--- src/rtl/vend_dispense_ctrl.sv ---
// Sequences one sale: product motor, then greedy quarter/dime/nickel change, one actuator at a time.
// Drive is up one cycle after accept; req_ready is high only in IDLE and each actuator waits on its own done or times out.
module vend_dispense_ctrl #(
    parameter int unsigned TIMEOUT_CYCLES = 16
) (
    input  logic       clock,
    input  logic       reset,
    input  logic       req_valid,
    output logic       req_ready,
    input  logic       req_vend,
    input  logic [2:0] req_change,
    output logic       motor_on,
    input  logic       motor_done,
    output logic       hop_q,
    output logic       hop_d,
    output logic       hop_n,
    input  logic       hop_done,
    output logic       done,
    output logic       fault,
    input  logic       fault_clr,
    output logic [2:0] ctl_state
);

    typedef enum logic [2:0] {
        S_IDLE   = 3'd0,
        S_MOTOR  = 3'd1,
        S_PICK   = 3'd2,
        S_HOPPER = 3'd3,
        S_DONE   = 3'd4,
        S_FAULT  = 3'd5
    } state_t;

    typedef enum logic [1:0] {
        COIN_NONE = 2'd0,
        COIN_Q    = 2'd1,
        COIN_D    = 2'd2,
        COIN_N    = 2'd3
    } coin_t;

    localparam logic [7:0] TMO_LAST = 8'(TIMEOUT_CYCLES - 1);

    state_t     state_q, state_d;
    coin_t      coin_q, coin_d;
    logic [2:0] rem_q, rem_d;
    logic [7:0] tmo_q, tmo_d;

    logic req_ready_q, motor_on_q, hop_q_q, hop_d_q, hop_n_q, done_q, fault_q;

    always_comb begin
        state_d = state_q;
        coin_d  = coin_q;
        rem_d   = rem_q;
        tmo_d   = tmo_q;
        case (state_q)
            S_IDLE: begin
                if (req_valid) begin
                    rem_d   = req_change;
                    tmo_d   = 8'd0;
                    state_d = req_vend ? S_MOTOR : S_PICK;
                end
            end
            S_MOTOR: begin
                // A done arriving on the last allowed edge beats the timeout.
                if (motor_done)            state_d = S_PICK;
                else if (tmo_q == TMO_LAST) state_d = S_FAULT;
                else                       tmo_d   = tmo_q + 8'd1;
            end
            S_PICK: begin
                tmo_d = 8'd0;
                if (rem_q >= 3'd5) begin
                    coin_d  = COIN_Q;
                    rem_d   = rem_q - 3'd5;
                    state_d = S_HOPPER;
                end else if (rem_q >= 3'd2) begin
                    coin_d  = COIN_D;
                    rem_d   = rem_q - 3'd2;
                    state_d = S_HOPPER;
                end else if (rem_q == 3'd1) begin
                    coin_d  = COIN_N;
                    rem_d   = 3'd0;
                    state_d = S_HOPPER;
                end else begin
                    coin_d  = COIN_NONE;
                    state_d = S_DONE;
                end
            end
            S_HOPPER: begin
                if (hop_done)              state_d = S_PICK;
                else if (tmo_q == TMO_LAST) state_d = S_FAULT;
                else                       tmo_d   = tmo_q + 8'd1;
            end
            S_DONE: state_d = S_IDLE;
            S_FAULT: begin
                if (fault_clr) begin
                    state_d = S_IDLE;
                    rem_d   = 3'd0;
                    tmo_d   = 8'd0;
                    coin_d  = COIN_NONE;
                end
            end
            default: state_d = S_IDLE;
        endcase
    end

    // Outputs are decoded from the next state so they are registered yet aligned with it.
    always_ff @(posedge clock) begin
        if (reset) begin
            state_q     <= S_IDLE;
            coin_q      <= COIN_NONE;
            rem_q       <= 3'd0;
            tmo_q       <= 8'd0;
            req_ready_q <= 1'b1;
            motor_on_q  <= 1'b0;
            hop_q_q     <= 1'b0;
            hop_d_q     <= 1'b0;
            hop_n_q     <= 1'b0;
            done_q      <= 1'b0;
            fault_q     <= 1'b0;
        end else begin
            state_q     <= state_d;
            coin_q      <= coin_d;
            rem_q       <= rem_d;
            tmo_q       <= tmo_d;
            req_ready_q <= (state_d == S_IDLE);
            motor_on_q  <= (state_d == S_MOTOR);
            hop_q_q     <= (state_d == S_HOPPER) && (coin_d == COIN_Q);
            hop_d_q     <= (state_d == S_HOPPER) && (coin_d == COIN_D);
            hop_n_q     <= (state_d == S_HOPPER) && (coin_d == COIN_N);
            done_q      <= (state_d == S_DONE);
            fault_q     <= (state_d == S_FAULT);
        end
    end

    assign req_ready = req_ready_q;
    assign motor_on  = motor_on_q;
    assign hop_q     = hop_q_q;
    assign hop_d     = hop_d_q;
    assign hop_n     = hop_n_q;
    assign done      = done_q;
    assign fault     = fault_q;
    assign ctl_state = state_q;

endmodule

--- config.mk ---
export PLATFORM = sky130hd
export DESIGN_NAME = vend_dispense_ctrl
export DESIGN_NICKNAME = d
export VERILOG_FILES = /design/src/rtl/vend_dispense_ctrl.sv
export SDC_FILE = /design/constraint.sdc
export NUM_CORES = 1
export LEC_CHECK = 0
export CAP_MARGIN = 20
export CORE_ASPECT_RATIO = 0.6
export CORE_MARGIN = 3
export CORE_UTILIZATION = 45
export CTS_CLUSTER_SIZE = 30
export DETAILED_ROUTE_END_ITERATION = 16
export HOLD_SLACK_MARGIN = 0.08
export PLACE_DENSITY = 0.76
export SETUP_SLACK_MARGIN = 0.4
export SLEW_MARGIN = 5
export SYNTH_ARGS = -nofsm -noshare
export SYNTH_HDL_FRONTEND = slang
export SYNTH_SLANG_ARGS = --single-unit
--- constraint.sdc ---
create_clock -name clock -period 4.3 [get_ports clock]
set_input_delay 0.645 -clock clock [delete_from_list [all_inputs] [get_ports clock]]
set_output_delay 0.645 -clock clock [all_outputs]
set_load 0.03 [all_outputs]
* Yosys cells after proc, flatten, opt, wreduce, memory -nomap -nowiden
Cells that the tools add are included.
** Cells by class
- Mux-type cells :: 27
- Equal/unequal tests :: 18
- $lt $le $gt $ge :: 2
- $add $sub $neg :: 3
- Reductions and logical operators :: 9
** Operator list (number)
- $mux 8 :: 5
- $pmux 8 s5 :: 1
- $mux 3 :: 13
- $pmux 3 s5 :: 1
- $mux 2 :: 5
- $eq 3x1->1 const B :: 3
- $eq 3x2->1 const B :: 3
- $eq 3x3->1 const B :: 3
- $pmux 3 s3 :: 1
- $add 8x1->8 const B :: 1
- $eq 8x4->1 const B :: 1
- $ne 2x2->1 const B :: 4
- $logic_not 3->1 :: 2
- $reduce_and 5->1 :: 1
- $reduce_bool 5->1 :: 1
- $eq 2x2->1 const B :: 2
- $ne 4x4->1 const B :: 1
- $pmux 2 s2 :: 1
- $reduce_and 4->1 :: 1
- $ge 3x2->1 const B :: 1
- $ge 3x3->1 const B :: 1
- $logic_and 1x1->1 :: 3
- $reduce_bool 3->1 :: 1
- $sub 3x2->3 const B :: 1
- 2 further kinds :: 2
** Word-level totals
- Output and inout bits :: 10
- Register bits after elaboration :: 23

* Longest topological paths before layout
Gate-level depths: netlist of the first run.
- Depth after elaboration :: 7
- Depth in mapped cells :: 7
- Depth with buffers taken out :: 7

* Worst setup path before layout of the first run
Ideal clock, no wire load.
- Path kind :: register -> register
- Start :: register state_q[1] (netlist: ctl_state[1])
- End :: register tmo_q[3]
- Library setup time :: 70 ps
- Cell stages (with the launch flop) :: 7
- Setup slack :: 2506 ps
- Required time :: 4230 ps
- Buffers on the path :: 1
- Arrival time :: 1724 ps
- Cells stage by stage :: dfxtp_1 buf_6 mux2i_4 nand2_4 o21a_4 or3_1 a21oi_1
** Between the ends
- Word-level cells in the longest chain between the ends :: 3
** Ends and longest elaborated chain
- from (decl) :: line 42 : state_t state_q, state_d;
- from (signal assigned) :: line 120 : state_q <= state_d;
- $eq 3x3->1, or another cell as far along :: line 54 : case (state_q)
- $reduce_bool 5->1 (no source line) or $ne 2x2->1 (tied branches)
- $reduce_and 5->1 (no source line)
- to (signal assigned) :: line 123 : tmo_q <= tmo_d;
- to (decl) :: line 45 : logic [7:0] tmo_q, tmo_d;
Several ways; a longest one is shown, not always the timed one.
A chain may end at the register's enable or synchronous reset.

* Worst setup path after layout of the first run
- Start :: register state_q[2] (netlist: ctl_state[2])
- End :: output port ctl_state[2]
** RTL lines
- to (decl) :: line 21 : output logic [2:0] ctl_state
No word-level cell between the ends.

==> results.yml, run 1 <==
timing:
  clock_skew_ns: 0.002649
  worstMarginPinSlew_ns: 0.5225
  slew_headroom_pct: 64.71
  hold_viol_final: 0
  slew_violations: 0
  fmax_mhz: 445.0
  hold_slack_ns: 0.5220
  setup_viol: 0
  final.setup.worst_slack_ns: 2.053
  rsz0062_at_grt: "no"
  finalCritPeriodShare_pct: 52.26
  tns_ns: 0
  timing.final.crit_period_ns: 2.247
clocking:
  clock-sinks: 23
  cts.clk_slew.worst_paths_ns: 0.08
  cts_tree: "built"
  cts_htree_levels: 1
  cts-buffers-inserted: 3
  cts_setup_buffers: 0
  ctsHoldBuffers: 0
  cts_root_buf: "clkbuf_8"
  cts_max_path_buffers: 2
  clk-insertion-delay-late_ns: 0.26
  cts_resized: 0
layout:
  antenna_cells: 0
  final_cell_mix: "dfxtp_1 (23), clkdlybuf4s50_1 (19), nor2_1 (13)"
  finalNetCount: 161
  area_delta_synth_final_pct: 20.15
  final_layout_size_suffix_gt1_share_pct: 10.20
  final_common_cell: "dfxtp_1"
  finish.instance_area_um2: 1425
flow_run:
  maxCapViolCount: 0
drt:
  drc_errors: 0
  drt-wirelength-per-cell_um: 12.52
  dr.pass1.iters: 4
  wl_um: 2216
  vias: 962
  dr.first_iter.drc_count: 29
  ant_nets: 0
  routed_via_density: 5.435
power_and_ir_drop:
  p_sw_w: 0.0001968
  p_sw_share_pct: 34.05
  seqPwrFrac_pct: 45.5
  ir_drop_v: 0.0001742
  powerDensity_nw_per_um2: 405.6
  p_total_w: 0.0005780
  leakage_nw: 0.5053
  p_int_w: 0.0003812
  clkPwrFrac_pct: 22.3
  combPwrFrac_pct: 32.1
worst_setup_path:
  crit_fanout: 12
  path_cells: "clkdlybuf4s50_1"
  critPathSlowestCell: "clkdlybuf4s50_1"
  path_delay_family: "buffers and inverters"
  crit_path_max_incr_delay_ns: 0.76
  crit_required_ns: 3.65
  r2r_slack_ns: 2.33
  cp_num_buf_inv: 1
  path_class: "reg2out"
  endpoint_kind: "output pin"
  cp-start-kind: "register"
  cp.arrival_ns: 1.60
place:
  routabilityCongestion: 0.8100
  place_ws_ns: 2.038
  dp_hpwl_um: 1776
  placed_area_um2: 1379
  io_buffers: 19
yosys:
  synth_seq_cells: 23
  synthMuxAreaShare_pct: 2.743
  yosys.area_share.simple_pct: 29.96
  async_flop_share_pct: 0
  netlist_area_um2: 1186
  synth-adder-area-share_pct: 3.165
  synth_edf_count: 0
  synth_seq_area_share_pct: 38.82
  ys.flop_type: "dfxtp_1"
  yosysWarnings: 0
  synth.avg_cell_area_um2: 9.124
  syn_nets: 143
  synthesis.instances: 130
  synth_cell_type_count: 50
  synth-xor-area-share_pct: 2.954
  synth_compound_area_share_pct: 18.14
  synth_top_family_by_area: "simple AND/OR/NAND/NOR gates"
global_route:
  grt_pass1_vias: 851
  grt.overflow.total: 0
  grt_usage_pct: 14.82
  antenna_found_initial: 0
  grt_max_degree: 14
  grt_first_pass_wirelength_um: 3732
floorplanning:
  core.rowCount: 13
  start_util_pct: 51.00
  coreArea_um2: 2326
  die_w_um: 72.28
  pin_count: 20
  die_area_um2: 3308
  dieHeight_um: 45.77
hold_path:
  hold_path.class: "reg2reg"
status:
  status: "finished clean"
[cells in the mapped netlist, types with 3 or more instances]
cell	instances	area, µm²
dfxtp_1	23	460.4
nor2_1	13	48.80
a21oi_1	9	45.04
nand2_1	6	22.52
nand3_1	6	30.03
inv_1	4	15.01
o21ai_0	4	20.02
a211oi_1	3	22.52
ha_1	3	37.54
nand2b_1	3	18.77
nand4_1	3	18.77
nor2b_1	3	18.77
nor3_1	3	15.01
or3_1	3	18.77
xnor2_1	3	26.28
[routing by layer]
metal | share of wire, % | track usage [%] | vias up
li1 | - | - | 504
met1 | 50 | 17.38 | 436
met2 | 45 | 26.40 | 20
met3 | 4.4 | 4.626 | 2
met4 | 0.36 | 4.494 | 0
met5 | 0 | 0 | -
[final timing paths]
path                      startpoint               endpoint  depth (start not counted)
min            tmo_q[3]$_SDFFE_PP0P_  tmo_q[3]$_SDFFE_PP0P_                          2
max          ctl_state[2]$_SDFF_PP0_           ctl_state[2]                          1
max reg2reg    rem_q[1]$_SDFFE_PP0P_       hop_q$_SDFF_PP0_                          7
min reg2reg    tmo_q[3]$_SDFFE_PP0P_  tmo_q[3]$_SDFFE_PP0P_                          2
[power groups by stage]
stage	Sequential [W]	Clock, W	Combinational, W
global route	0.000268	0.000143	0.000203
CTS	0.000263	0.000135	0.000186
global placement	0.000267	0	0.000181
finish	0.000263	0.000129	0.000186
floorplan	0.000271	0	0.000134
detailed placement	0.000268	0	0.000185
[registers in the layout, summed over array words and instances, names as in the netlist]
signal	cells
motor_on	1
hop_n	1
tmo_q	8
req_ready	1
ctl_state	3
fault	1
done	1
coin_q	2
hop_q	1
rem_q	3
hop_d	1
[metrics by stage]
step                      cells  util (%)
after floorplan             130         -
after global placement      173     59.28
after detailed placement    173     59.28
after CTS                   177     61.27
after global routing        177     61.27
final                       177     61.27
[cell families (layout without fill, tap and decap cells)]
group / after synthesis / in the layout
buf+inv: 10 / 27
compound gates: 29 / 29
simple gates: 59 / 59
mux: 2 / 2
xor+xnor: 4 / 4
fa+ha+maj: 3 / 3
flops: 23 / 23
[layout make-up]
cell class                      instances  area, µm²
Multi-Input combinational cell         97      675.6
Clock buffer                            3      41.29
Fill cell                             216      900.9
Tap cell                               30      37.54
Sequential cell                        23      460.4
Timing Repair Buffer                   19      190.2
Inverter                                4      15.01
Clock inverter                          1      5.005
(Power assumes the default switching activity.)
==> run 2, diff against run 1 <==
==> constraint.sdc (replaced) <==
create_clock -name clock -period 2.2 [get_ports clock]
set_input_delay 0.33 -clock clock [delete_from_list [all_inputs] [get_ports clock]]
set_output_delay 0.33 -clock clock [all_outputs]
set_load 0.03 [all_outputs]
==> run 2 against run 1 <==
  * Register-to-register slack got worse by 1.8 ns
  * Global-route usage increased by 0.14 points
  * First-iteration DRC count decreased by 31%
  * Clock power increased by 93%
  * Highest routed layer unchanged
  * Die area unchanged
  * Clock skew decreased by 0.0014 ns
  * Largest cell class unchanged
  * Critical path depth increased by 6
  * Routed wire length increased by 2.8%
==> results.yml, run 2 (synthesis gave the netlist of run 1 again) <==
status:
  status: "finished clean"
drt:
  vias: 989
  ant_nets: 0
  routed_via_density: 5.525
  dr.first_iter.drc_count: 20
  drc_errors: 0
  dr.pass1.iters: 4
  wl_um: 2277
  drt-wirelength-per-cell_um: 12.72
worst_setup_path:
  path_delay_family: "simple AND/OR/NAND/NOR gates"
  endpoint_kind: "register"
  r2r-start: "rem_q[1]$_SDFFE_PP0P_"
  cp.arrival_ns: 1.88
  crit_path_max_incr_delay_ns: 0.36
  path_class: "reg2reg"
  crit_required_ns: 2.38
  critPathSlowestCell: "dfxtp_4"
  crit_start: "rem_q[1]$_SDFFE_PP0P_"
  cp_num_buf_inv: 1
  cp-start-kind: "register"
  path_cells: "inv_1 > ha_1 > or2_4 > o21ai_4 > a21oi_1 > a21oi_2 > nor3b_1"
  crit_fanout: 5
layout:
  largest_reg_flops: 8
  antenna_cells: 0
  fin_util_pct: 63.04
  finalNetCount: 163
  fill_cells: 209
  final_layout_size_suffix_gt1_share_pct: 16.11
  area_delta_synth_final_pct: 23.63
  final_common_cell: "dfxtp_1"
  final_cell_mix: "dfxtp_1 (19), clkdlybuf4s50_1 (16), nor2_1 (13)"
  top_register: "tmo_q"
clocking:
  clk-insertion-delay-late_ns: 0.26
  cts_tree: "built"
  clock-sinks: 23
  cts.clk_slew.worst_paths_ns: 0.07
  cts_htree_levels: 1
  cts_root_buf: "clkbuf_8"
  cts_max_path_buffers: 2
  ctsHoldBuffers: 0
  cts-buffers-inserted: 3
timing:
  finalCritPeriodShare_pct: 77.36
  slew_violations: 0
  rsz0062_at_grt: "no"
  slew_headroom_pct: 64.39
  setup_viol: 0
  worstMarginPinSlew_ns: 0.5272
  tns_ns: 0
  hold_viol_final: 0
  clock_skew_ns: 0.001290
  timing.final.crit_period_ns: 1.702
  fmax_mhz: 587.6
floorplanning:
  start_util_pct: 51.00
  die_area_um2: 3308
  dieHeight_um: 45.77
  die_w_um: 72.28
  core.rowCount: 13
  coreArea_um2: 2326
  pin_count: 20
flow_run:
  maxCapViolCount: 0
power_and_ir_drop:
  clkPwrFrac_pct: 21.5
  ir_drop_v: 0.0003443
  seqPwrFrac_pct: 44.7
  powerDensity_nw_per_um2: 790.4
  leakage_nw: 0.5346
  p_sw_share_pct: 34.10
  p_int_w: 0.0007639
  combPwrFrac_pct: 33.8
  p_sw_w: 0.0003952
global_route:
  grt.overflow.total: 0
  grt_max_degree: 14
  grt_first_pass_wirelength_um: 3767
  antenna_found_initial: 0
  grt_pass1_vias: 862
  grt_usage_pct: 14.96
hold_path:
  hold_path.class: "reg2reg"
  worstHoldStart: "coin_q[1]$_SDFF_PP0_"
place:
  routabilityCongestion: 0.8100
  io_buffers: 19
  dp_hpwl_um: 1776
run 2: per-layer routing:
metal / vias up / part of all wire, % / track usage (%) / wire length (µm)
met2: 22 / 46 / 26.76 / 1043
met3: 2 / 5.5 / 4.626 / 125
met4: 0 / 0.35 / 4.494 / 8
met1: 456 / 48 / 17.51 / 1099
li1: 509 / - / - / -
met5: - / 0 / 0 / 0
run 2: power by group through the flow:
stage	Combinational (W)	Sequential (W)	Clock [W]
floorplan	0.000262	0.000530	0
global placement	0.000355	0.000521	0
detailed placement	0.000362	0.000525	0
CTS	0.000370	0.000518	0.000263
global route	0.000429	0.000527	0.000279
finish	0.000392	0.000518	0.000249
run 2: metrics by stage:
stage | area, µm² | hold WS (ns) | instances | setup WS (ns) | total power [W]
floorplan | 1186 | 0.4711 | 130 | 0.4057 | 0.0007917
global placement | 1379 | 0.5056 | 173 | 0.2918 | 0.0008757
detailed placement | 1379 | 0.5105 | 173 | 0.2530 | 0.0008865
CTS | 1443 | 0.5212 | 178 | 0.4136 | 0.001151
global route | 1466 | 0.5512 | 179 | 0.4124 | 0.001236
finish | 1466 | 0.5236 | 179 | 0.4981 | 0.001159
run 2: worst paths after layout:
kind | slack [ns] | cells after the start | end
worst max register to register | 0.50 | 7 | hop_q$_SDFF_PP0_
worst max-delay path | 0.50 | 7 | hop_q$_SDFF_PP0_
worst min register to register | 0.52 | 2 | coin_q[1]$_SDFF_PP0_
worst min-delay path | 0.52 | 2 | coin_q[1]$_SDFF_PP0_
run 2: worst register-to-register path, stage by stage, from the launching register on:
cell and delay [ns]:
dfxtp_4 0.36, inv_1 0.06, ha_1 0.21, or2_4 0.28, o21ai_4 0.22, a21oi_1 0.08, a21oi_2 0.20, nor3b_1 0.22
run 2: what timing repair did:
action | CTS | global route
pin swaps | 0 | 3
gates resized for setup | 7 | 6
endpoints found under the setup margin | 12 | 12
buffers inserted | 1 | 1
run 2: layout make-up:
cell class,instances,area (µm²),share of cell area [%]
multi-input combinational,97,698.2,47.61
sequential,23,467.9,31.91
timing repair buffer,21,201.4,13.74
clock buffer,3,41.29,2.816
tap,30,37.54,2.560
inverter,4,15.01,1.024
clock inverter,1,5.005,0.3413
==> run 3, diff against run 2 <==
==> constraint.sdc (replaced) <==
create_clock -name clock -period 1.7 [get_ports clock]
set_input_delay 0.255 -clock clock [delete_from_list [all_inputs] [get_ports clock]]
set_output_delay 0.255 -clock clock [all_outputs]
set_load 0.03 [all_outputs]
==> run 3 against run 2 <==
  * First-iteration DRC count rose to 4.4 times the previous value
  * Critical path type unchanged
  * Global-route usage up 4.1 points
  * Highest routed layer unchanged
  * Largest power group is now combinational cells
  * Total power up 52%
  * Sequential cell count unchanged
  * Largest cell class unchanged
==> results.yml, run 3 (synthesis gave the netlist of run 1 again) <==
status:
  status: "finished clean"
clocking:
  cts-buffers-inserted: 3
  cts.clk_slew.worst_paths_ns: 0.09
  cts_htree_levels: 1
  cts_root_buf: "clkbuf_8"
  clock-sinks: 23
  cts_tree: "built"
  clk-insertion-delay-late_ns: 0.27
  ctsHoldBuffers: 0
  cts_max_path_buffers: 2
timing:
  rsz0062_at_grt: "yes"
  slew_violations: 0
  slew_headroom_pct: 73.74
  setup_viol: 0
  clock_skew_ns: 0.006354
  tns_ns: 0
  hold_slack_ns: 0.5367
  finalCritPeriodShare_pct: 94.93
  hold_viol_final: 0
  fmax_mhz: 619.6
  timing.final.crit_period_ns: 1.614
  worstMarginPinSlew_ns: 0.3908
drt:
  drc_errors: 0
  wl_um: 3169
  vias: 1120
  dr.pass1.iters: 4
  drt-wirelength-per-cell_um: 15.77
  routed_via_density: 5.572
  ant_nets: 0
  dr.first_iter.drc_count: 87
global_route:
  grt_first_pass_wirelength_um: 4767
  grt.overflow.total: 0
  grt_usage_pct: 19.09
  grt_pass1_vias: 1060
  grt_max_degree: 14
  antenna_found_initial: 0
layout:
  fill_cells: 146
  largest_reg_flops: 8
  final_common_cell: "buf_4"
  finalNetCount: 185
  finish.instance_area_um2: 1794
  area_delta_synth_final_pct: 51.27
  antenna_cells: 0
  final_cell_mix: "buf_4 (18), dfxtp_1 (16), nor2_1 (11)"
  top_register: "tmo_q"
  final_layout_size_suffix_gt1_share_pct: 45.03
  fin_util_pct: 77.14
  regArea_um2: 479.2
  layoutNonFillerInstCount: 201
  multi_input_area_um2: 833.3
floorplanning:
  die_area_um2: 3308
  pin_count: 20
  dieHeight_um: 45.77
  core.rowCount: 13
  start_util_pct: 51.00
  coreArea_um2: 2326
  die_w_um: 72.28
place:
  dp_hpwl_um: 1980
  routabilityCongestion: 0.8871
  dpl.cell_count: 186
  placed_area_um2: 1549
  io_buffers: 19
power_and_ir_drop:
  ir_drop_v: 0.0006893
  leakage_nw: 0.7180
  powerDensity_nw_per_um2: 981.4
worst_setup_path:
  crit_required_ns: 1.87
  crit_fanout: 8
  cp.arrival_ns: 1.79
  endpoint_kind: "register"
  cp-start-kind: "register"
  path_class: "reg2reg"
flow_run:
  maxCapViolCount: 0
hold_path:
  hold_path.class: "reg2reg"
run 3: cell count changes in the layout (fill, tap and decap cells not counted), sizes merged:
cell and delta:
clkdlybuf4s50 -9, clkdlybuf4s15 +2, dlygate4sd2 +5, dlymetal6s2s +1, clkbuf +1, buf +22
run 3: final cells by class:
class                   instances  area share [%]
repair buffers                 43           21.34
clock buffers                   3           2.301
clock inverters                 1          0.2789
inverters                       4          0.8368
flip-flops and latches         23           26.71
multi-input cells              97           46.44
well taps                      30           2.092
run 3: path summary, 6_finish.rpt:
kind,start,end,slack (ns),cells past startpoint
setup / recovery,tmo_q[5]$_SDFFE_PP0P_,tmo_q[0]$_SDFFE_PP0P_,0.09,6
hold / removal,coin_q[1]$_SDFF_PP0_,hop_n$_SDFF_PP0_,0.54,2
setup reg to reg,tmo_q[5]$_SDFFE_PP0P_,tmo_q[0]$_SDFFE_PP0P_,0.09,6
hold reg to reg,coin_q[1]$_SDFF_PP0_,hop_n$_SDFF_PP0_,0.54,2
run 3: stage by stage:
step | total power [W] | setup WS, ns
after floorplan | 0.001090 | 0.1365
final | 0.001761 | 0.08613
after global placement | 0.001268 | -0.06217
after detailed placement | 0.001285 | -0.09398
after global routing | 0.001848 | 0.02158
after CTS | 0.001678 | 0.09079
run 3: worst max-delay path, stage by stage (launching register included):
cell	delay [ns]
dfxtp_2	0.35
or4_4	0.53
nor2_2	0.15
o21a_4	0.19
buf_4	0.13
xor2_2	0.13
nor2_1	0.04
run 3: what timing repair did:
item | 4_1_cts | 5_1_grt
buffers inserted | 7 | 4
endpoints found under the setup margin | 33 | 24
endpoints found under the hold margin | 0 | 0
gates resized for setup | 31 | 17
pin swaps | 13 | 12
run 3: power by group:
| part | internal, W | switching (W) | leakage (nW) |
|---|---|---|---|
| combinational | 0.000357 | 0.000389 | 0.501 |
| sequential | 0.000600 | 0.0000682 | 0.191 |
| clock | 0.000164 | 0.000183 | 0.0255 |
| total | 0.00112 | 0.000640 | 0.718 |
run 3: metal layers:
metal	part of all wire (%)	global-route usage, %
met4	1.1	3.745
met5	0	0
met1	44	23.66
met3	6.7	5.507
met2	48	33.63
